**src/rtl/alu_pkg.sv**
```systemverilog
// Shared constants and types for the 8-bit execute stage.
// Opcodes, FSM states, flag bit positions and the data width.
package alu_pkg;

    localparam int DW         = 8;
    localparam int MUL_CYCLES = 8;

    localparam logic [3:0] OP_ADD = 4'h0;
    localparam logic [3:0] OP_SUB = 4'h1;
    localparam logic [3:0] OP_AND = 4'h2;
    localparam logic [3:0] OP_OR  = 4'h3;
    localparam logic [3:0] OP_XOR = 4'h4;
    localparam logic [3:0] OP_NOT = 4'h5;
    localparam logic [3:0] OP_SHL = 4'h6;
    localparam logic [3:0] OP_SHR = 4'h7;
    localparam logic [3:0] OP_MOV = 4'h8;
    localparam logic [3:0] OP_INC = 4'h9;
    localparam logic [3:0] OP_DEC = 4'hA;
    localparam logic [3:0] OP_CMP = 4'hB;
    localparam logic [3:0] OP_MUL = 4'hC;

    typedef enum logic {
        ST_IDLE,
        ST_MUL
    } state_t;

    localparam int FLG_Z = 3;
    localparam int FLG_N = 2;
    localparam int FLG_C = 1;
    localparam int FLG_V = 0;

endpackage

```
**src/rtl/alu_exec_if.sv**
```systemverilog
// Request and write-back bundle between the register file and
// the execute stage; master issues ops, slave is the ALU.
interface alu_exec_if;
    import alu_pkg::*;

    logic          start;
    logic [3:0]    op;
    logic [DW-1:0] a;
    logic [DW-1:0] b;
    logic [2:0]    dest;

    logic          busy;
    logic          done;
    logic          wb_en;
    logic [2:0]    wb_addr;
    logic [DW-1:0] wb_data;
    logic [3:0]    flags;

    modport master (
        output start, op, a, b, dest,
        input  busy, done, wb_en, wb_addr, wb_data, flags
    );

    modport slave (
        input  start, op, a, b, dest,
        output busy, done, wb_en, wb_addr, wb_data, flags
    );

endinterface

```
**src/rtl/alu_mul_seq.sv**
```systemverilog
// Shift-add multiplier, one multiplier bit per clock.
// fin is high during the last step; prod already includes it.
module alu_mul_seq
    import alu_pkg::*;
(
    input  logic            clk,
    input  logic            rst,
    input  logic            go,
    input  logic [DW-1:0]   a,
    input  logic [DW-1:0]   b,
    output logic            fin,
    output logic [2*DW-1:0] prod
);

    logic [2*DW-1:0] acc;
    logic [2*DW-1:0] mcand;
    logic [DW-1:0]   mplier;
    logic [2:0]      cnt;
    logic            run;
    logic [2*DW-1:0] step;

    assign step = mplier[0] ? acc + mcand : acc;
    assign fin  = run && (cnt == 3'(MUL_CYCLES - 1));
    assign prod = step;

    always_ff @(posedge clk or posedge rst) begin
        if (rst) begin
            acc    <= '0;
            mcand  <= '0;
            mplier <= '0;
            cnt    <= '0;
            run    <= 1'b0;
        end else if (go) begin
            acc    <= '0;
            mcand  <= {{DW{1'b0}}, a};
            mplier <= b;
            cnt    <= '0;
            run    <= 1'b1;
        end else if (run) begin
            acc    <= step;
            mcand  <= mcand << 1;
            mplier <= mplier >> 1;
            cnt    <= cnt + 3'd1;
            if (fin)
                run <= 1'b0;
        end
    end

endmodule

```
**src/rtl/alu_exec.sv**
```systemverilog
// Execute stage: single-cycle ALU ops plus optional 8-cycle MUL.
// Define ALU_MUL_EN to build the multiplier; otherwise op C is illegal.
module alu_exec
    import alu_pkg::*;
(
    input  logic     clk,
    input  logic     rst,
    alu_exec_if.slave bus
);

    logic [DW-1:0] a, b, res;
    logic [DW:0]   s_add, s_sub, s_inc, s_dec;
    logic          c, v, wr, legal;
    logic          busy, is_mul, sc_fire;
    logic          done_q, wb_en_q;
    logic [2:0]    addr_q;
    logic [DW-1:0] data_q;
    logic [3:0]    flg_q;

    assign a     = bus.a;
    assign b     = bus.b;
    assign s_add = {1'b0, a} + {1'b0, b};
    assign s_sub = {1'b0, a} - {1'b0, b};
    assign s_inc = {1'b0, a} + 9'd1;
    assign s_dec = {1'b0, a} - 9'd1;

    always_comb begin
        res   = '0;
        c     = 1'b0;
        v     = 1'b0;
        wr    = 1'b1;
        legal = 1'b1;
        unique case (1'b1)
            bus.op == OP_ADD: begin
                res = s_add[7:0];
                c   = s_add[8];
                v   = (a[7] == b[7]) && (res[7] != a[7]);
            end
            bus.op == OP_SUB, bus.op == OP_CMP: begin
                res = s_sub[7:0];
                c   = s_sub[8];
                v   = (a[7] != b[7]) && (res[7] != a[7]);
                wr  = (bus.op == OP_SUB);
            end
            bus.op == OP_AND: res = a & b;
            bus.op == OP_OR:  res = a | b;
            bus.op == OP_XOR: res = a ^ b;
            bus.op == OP_NOT: res = ~a;
            bus.op == OP_SHL: begin
                res = {a[6:0], 1'b0};
                c   = a[7];
            end
            bus.op == OP_SHR: begin
                res = {1'b0, a[7:1]};
                c   = a[0];
            end
            bus.op == OP_MOV: res = b;
            bus.op == OP_INC: begin
                res = s_inc[7:0];
                c   = s_inc[8];
                v   = (a == 8'h7F);
            end
            bus.op == OP_DEC: begin
                res = s_dec[7:0];
                c   = s_dec[8];
                v   = (a == 8'h80);
            end
            default: begin
                wr    = 1'b0;
                legal = 1'b0;
            end
        endcase
    end

`ifdef ALU_MUL_EN
    state_t          state, state_nx;
    logic            mul_go, mul_fin;
    logic [2*DW-1:0] prod;
    logic [2:0]      dest_q;

    assign is_mul = (bus.op == OP_MUL);

    always_ff @(posedge clk or posedge rst) begin
        if (rst)
            state <= ST_IDLE;
        else
            state <= state_nx;
    end

    always_comb begin
        state_nx = state;
        unique case (state)
            ST_IDLE: if (bus.start && is_mul) state_nx = ST_MUL;
            ST_MUL:  if (mul_fin) state_nx = ST_IDLE;
        endcase
    end

    always_comb begin
        busy   = (state == ST_MUL);
        mul_go = (state == ST_IDLE) && bus.start && is_mul;
    end

    always_ff @(posedge clk or posedge rst) begin
        if (rst)
            dest_q <= '0;
        else if (mul_go)
            dest_q <= bus.dest;
    end

    alu_mul_seq u_mul (
        .clk  (clk),
        .rst  (rst),
        .go   (mul_go),
        .a    (a),
        .b    (b),
        .fin  (mul_fin),
        .prod (prod)
    );
`else
    assign busy   = 1'b0;
    assign is_mul = 1'b0;
`endif

    assign sc_fire = bus.start && !busy && !is_mul;

    // wb_addr/wb_data only move on a real write so they hold otherwise
    always_ff @(posedge clk or posedge rst) begin
        if (rst) begin
            done_q  <= 1'b0;
            wb_en_q <= 1'b0;
            addr_q  <= '0;
            data_q  <= '0;
            flg_q   <= '0;
        end else begin
            done_q  <= 1'b0;
            wb_en_q <= 1'b0;
            if (sc_fire) begin
                done_q  <= 1'b1;
                wb_en_q <= wr;
                if (wr) begin
                    addr_q <= bus.dest;
                    data_q <= res;
                end
                if (legal)
                    flg_q <= {res == 8'h00, res[7], c, v};
            end
`ifdef ALU_MUL_EN
            else if (mul_fin) begin
                done_q       <= 1'b1;
                wb_en_q      <= 1'b1;
                addr_q       <= dest_q;
                data_q       <= prod[7:0];
                flg_q[FLG_Z] <= (prod[7:0] == 8'h00);
                flg_q[FLG_N] <= prod[7];
                flg_q[FLG_C] <= |prod[15:8];
                flg_q[FLG_V] <= |prod[15:8];
            end
`endif
        end
    end

    assign bus.busy    = busy;
    assign bus.done    = done_q;
    assign bus.wb_en   = wb_en_q;
    assign bus.wb_addr = addr_q;
    assign bus.wb_data = data_q;
    assign bus.flags   = flg_q;

endmodule

```
**src/flat_wrapper.sv**
```systemverilog
// flat-port wrapper written by rule: the top's interface ports become plain ports
module alu_exec_flat import alu_pkg::*;
  (clk, rst, bus_start, bus_op, bus_a, bus_b, bus_dest, bus_busy, bus_done, bus_wb_en, bus_wb_addr, bus_wb_data, bus_flags);
  alu_exec_if bus_i ();
  input  logic clk;
  input  logic rst;
  input wire logic [$bits(bus_i.start)-1:0] bus_start;
  input wire logic [$bits(bus_i.op)-1:0] bus_op;
  input wire logic [$bits(bus_i.a)-1:0] bus_a;
  input wire logic [$bits(bus_i.b)-1:0] bus_b;
  input wire logic [$bits(bus_i.dest)-1:0] bus_dest;
  output wire logic [$bits(bus_i.busy)-1:0] bus_busy;
  output wire logic [$bits(bus_i.done)-1:0] bus_done;
  output wire logic [$bits(bus_i.wb_en)-1:0] bus_wb_en;
  output wire logic [$bits(bus_i.wb_addr)-1:0] bus_wb_addr;
  output wire logic [$bits(bus_i.wb_data)-1:0] bus_wb_data;
  output wire logic [$bits(bus_i.flags)-1:0] bus_flags;
  assign bus_i.start = bus_start;
  assign bus_i.op = bus_op;
  assign bus_i.a = bus_a;
  assign bus_i.b = bus_b;
  assign bus_i.dest = bus_dest;
  assign bus_busy = bus_i.busy;
  assign bus_done = bus_i.done;
  assign bus_wb_en = bus_i.wb_en;
  assign bus_wb_addr = bus_i.wb_addr;
  assign bus_wb_data = bus_i.wb_data;
  assign bus_flags = bus_i.flags;
  alu_exec u_core (.clk(clk), .rst(rst), .bus(bus_i));
endmodule
```
**config.mk**
```make
export PLATFORM = sky130hd
export DESIGN_NAME = alu_exec_flat
export DESIGN_NICKNAME = d
export VERILOG_FILES = /design/src/rtl/alu_pkg.sv /design/src/rtl/alu_exec_if.sv /design/src/rtl/alu_mul_seq.sv /design/src/rtl/alu_exec.sv /design/src/flat_wrapper.sv
export SDC_FILE = /design/constraint.sdc
export NUM_CORES = 1
export LEC_CHECK = 0
export CELL_PAD_IN_SITES_DETAIL_PLACEMENT = 1
export CELL_PAD_IN_SITES_GLOBAL_PLACEMENT = 1
export CORE_MARGIN = 5
export CORE_UTILIZATION = 33
export CTS_CLUSTER_DIAMETER = 100
export DETAILED_ROUTE_END_ITERATION = 6
export PLACE_DENSITY_LB_ADDON = 0.1
export SLEW_MARGIN = 20
export SYNTH_ARGS = -nofsm -noshare
export SYNTH_HDL_FRONTEND = slang
export SYNTH_SLANG_ARGS = --single-unit
```
**constraint.sdc**
```tcl
create_clock -name clk -period 1 [get_ports clk]
set_input_delay 0.1 -clock clk [delete_from_list [all_inputs] [get_ports clk]]
set_output_delay 0.1 -clock clk [all_outputs]
set_load 0.02 [all_outputs]
```
==> out/metrics.yaml <==
die_w_microns: 98.4
cts-root-buf: "clkbuf_8"
cts_buffer_depth: 2
grt_pass1_wl_microns: 22500
power_leakage_nw: 2.33
period_share: 2.12
drt-vias-per-instance: 6.42
seqPwrFrac: 0.199
grt_usage: 0.295
post-place-ws_ns: -1.79
diodes: 0
syn_inst: 331
finalPower_mw: 4.41
clock-sinks: 17
syn2layout_area_growth_pct: 104
finalClockSkew_ns: 0
p_clk_frac: 0.122
wl_per_cell_microns: 27.6
slew-limit-headroom: 0.628
worstSetupEndpointType: "flop"
rows: 32
synth_seq_area_share: 0.165
drive_gt1_frac: 0.653
final_nets: 575
via_count: 3984
maxCapViolCount: 0
setup_viol: 12
switching_power_mw: 1.88
slew_viol_final: 0
status: "finished, violations left"
cts_buffers: 3
syn-num-nets: 386
totalWireLength_microns: 17100
start_util: 0.337
coreArea_sq_um: 7650
fin_crit_ns: 2.12
rsz0062_at_grt: "true"
worst_pin_slew_ns: 0.553
syn_area_sq_um: 2580
ir_drop_mv: 0.499
globalplace.congestion: 0.956
regToRegStartpoint: "u_core.bus.wb_data[0]$_DFFE_PP0P_"
required_ns: 1.15
ys_types: 71
yosys_warnings: 0
syn_avg_cell_area_sq_um: 7.79
start_kind: "input pin"
clk_pin_slew_worst_paths_ns: 0.07
rr_worst_depth: 2
drc: 0
drtPass1Iterations: 5
htreeDepth: 1
r2r-end: "u_core.bus.wb_data[0]$_DFFE_PP0P_"
path_max_fanout: 3
p_sw_frac: 0.426
synth_edf_count: 0
hold_violations: 0
violations: "setup timing"
fin_util: 0.687
final_cell_mix: "buf_4, buf_6, nand2_1, buf_2, ha_4"
clk_latency_ns: 0.26
powerDensity_nw_per_um2: 839
layout_commonest_cell: "buf_4"
cts_tree: "built"
startpoint: "bus_a[0]"
arrival_ns: 2.27
ys_async_sr_fraction: 1.00
critPathKind: "input pin to flop"
synth_seq_cells: 17
grt_pass1_vias: 4059
dieArea_sq_um: 9680
fill_cells: 813
gr-total-overflow: 0
dieHeight_microns: 98.4
p_comb_frac: 0.679
antenna_found_initial: 0
grt_max_degree: 18
hpwl_microns: 9900
synth-main-ff-cell: "dfrtp_1"
setup_ws_ns: -1.12
drt-initial-drc-count: 393
hold_class: "input pin to async pin"
reg2reg_slack_ns: 0.09
p_int_mw: 2.53
ant_nets: 0
ioPinCount: 44
cts_hold_buf: 0
port_buffers: 42
max_freq_ghz: 0.472
[layer usage]
metal | vias to the layer above | GRT usage | routed length [microns]
met5 | - | 0 | 0
met4 | 0 | 0.142 | 1070
met3 | 105 | 0.0507 | 1190
met2 | 284 | 0.498 | 8120
met1 | 1967 | 0.362 | 6740
li1 | 1628 | - | -
[cells in the mapped netlist, types with 8 or more instances]
master	instances	share of area
o21ai_0	13	0.025
inv_1	26	0.038
nand2_1	32	0.047
ha_1	27	0.13
nand3_1	10	0.019
a221oi_1	8	0.027
nor2b_1	10	0.024
clkbuf_1	8	0.012
a21oi_1	19	0.037
buf_2	8	0.016
dfrtp_1	17	0.17
nor3_1	9	0.017
nor2_1	13	0.019
[layout make-up]
class                   instances  area (sq um)  share of cell area
clock buffers                   3          41.3             0.00786
clock inverters                 1          5.00            0.000952
inverters                      28           166              0.0317
multi-input cells             263          2690               0.512
flip-flops and latches         17           425              0.0810
well taps                     102           128              0.0243
repair buffers                207          1800               0.342
[worst max path at each step]
stage	to	slack [ns]
final	u_core.bus.flags[3]$_DFFE_PP0P_	-1.12
after global routing	u_core.bus.flags[3]$_DFFE_PP0P_	-1.19
after floorplan	u_core.bus.flags[3]$_DFFE_PP0P_	-1.04
after CTS	u_core.bus.flags[3]$_DFFE_PP0P_	-1.01
after global placement	u_core.bus.flags[3]$_DFFE_PP0P_	-1.71
after detailed placement	u_core.bus.flags[3]$_DFFE_PP0P_	-1.79
[cell families (layout without fill, tap and decap cells)]
| family | after synthesis | after routing | share of synthesized area |
|---|---|---|---|
| AO/OA/AOI/OAI | 108 | 108 | 0.309 |
| XOR/XNOR | 3 | 3 | 0.0102 |
| adder cells (fa/ha/maj) | 29 | 29 | 0.147 |
| buffers and inverters | 51 | 239 | 0.0903 |
| flip-flops | 17 | 17 | 0.165 |
| multiplexers | 11 | 11 | 0.0456 |
| other | 1 | 1 | 0.00145 |
| AND/OR/NAND/NOR | 111 | 111 | 0.232 |
[critical path: stages]
cell	delay [ns]
buf_12	0.12
clkinv_8	0.04
ha_4	0.12
inv_2	0.04
fa_2	0.38
a221oi_4	0.33
o31a_1	0.27
o221ai_2	0.14
a221oi_2	0.31
nand3b_1	0.15
o41ai_2	0.25
[repair_timing]
action	CTS	global route
endpoints found under the setup margin	33	19
pin swaps	70	44
buffers inserted	34	10
gates resized for setup	274	59
cloned	2	0
[power by group through the flow]
stage	combinational (mW)	sequential, mW	clock, mW
final	2.99	0.877	0.540
after global routing	3.10	0.884	0.585
after CTS	2.65	0.864	0.535
after detailed placement	2.29	0.879	0
after global placement	2.24	0.871	0
after floorplan	1.01	1.01	0
[stage by stage]
| stage | instance area (sq um) | TNS (ns) | instances | hold slack, ns |
|---|---|---|---|---|
| 5_1_grt | 5260 | -10.76 | 621 | 0.203 |
| 4_1_cts | 5040 | -9.10 | 619 | 0.172 |
| 3_3_place_gp | 4270 | -21.03 | 585 | 0.428 |
| 3_5_place_dp | 4270 | -21.86 | 585 | 0.447 |
| 6_report | 5260 | -10.32 | 621 | 0.160 |
| 2_1_floorplan | 2940 | -8.26 | 331 | 0.0261 |
[registers in the layout, summed over array words and instances (netlist names)]
signal	flops
u_core.bus.wb_data	8
u_core.bus.flags	4
u_core.bus.wb_addr	3
u_core.bus.done	1
u_core.bus.wb_en	1
Note: power is estimated with default switching activity, not from simulation.
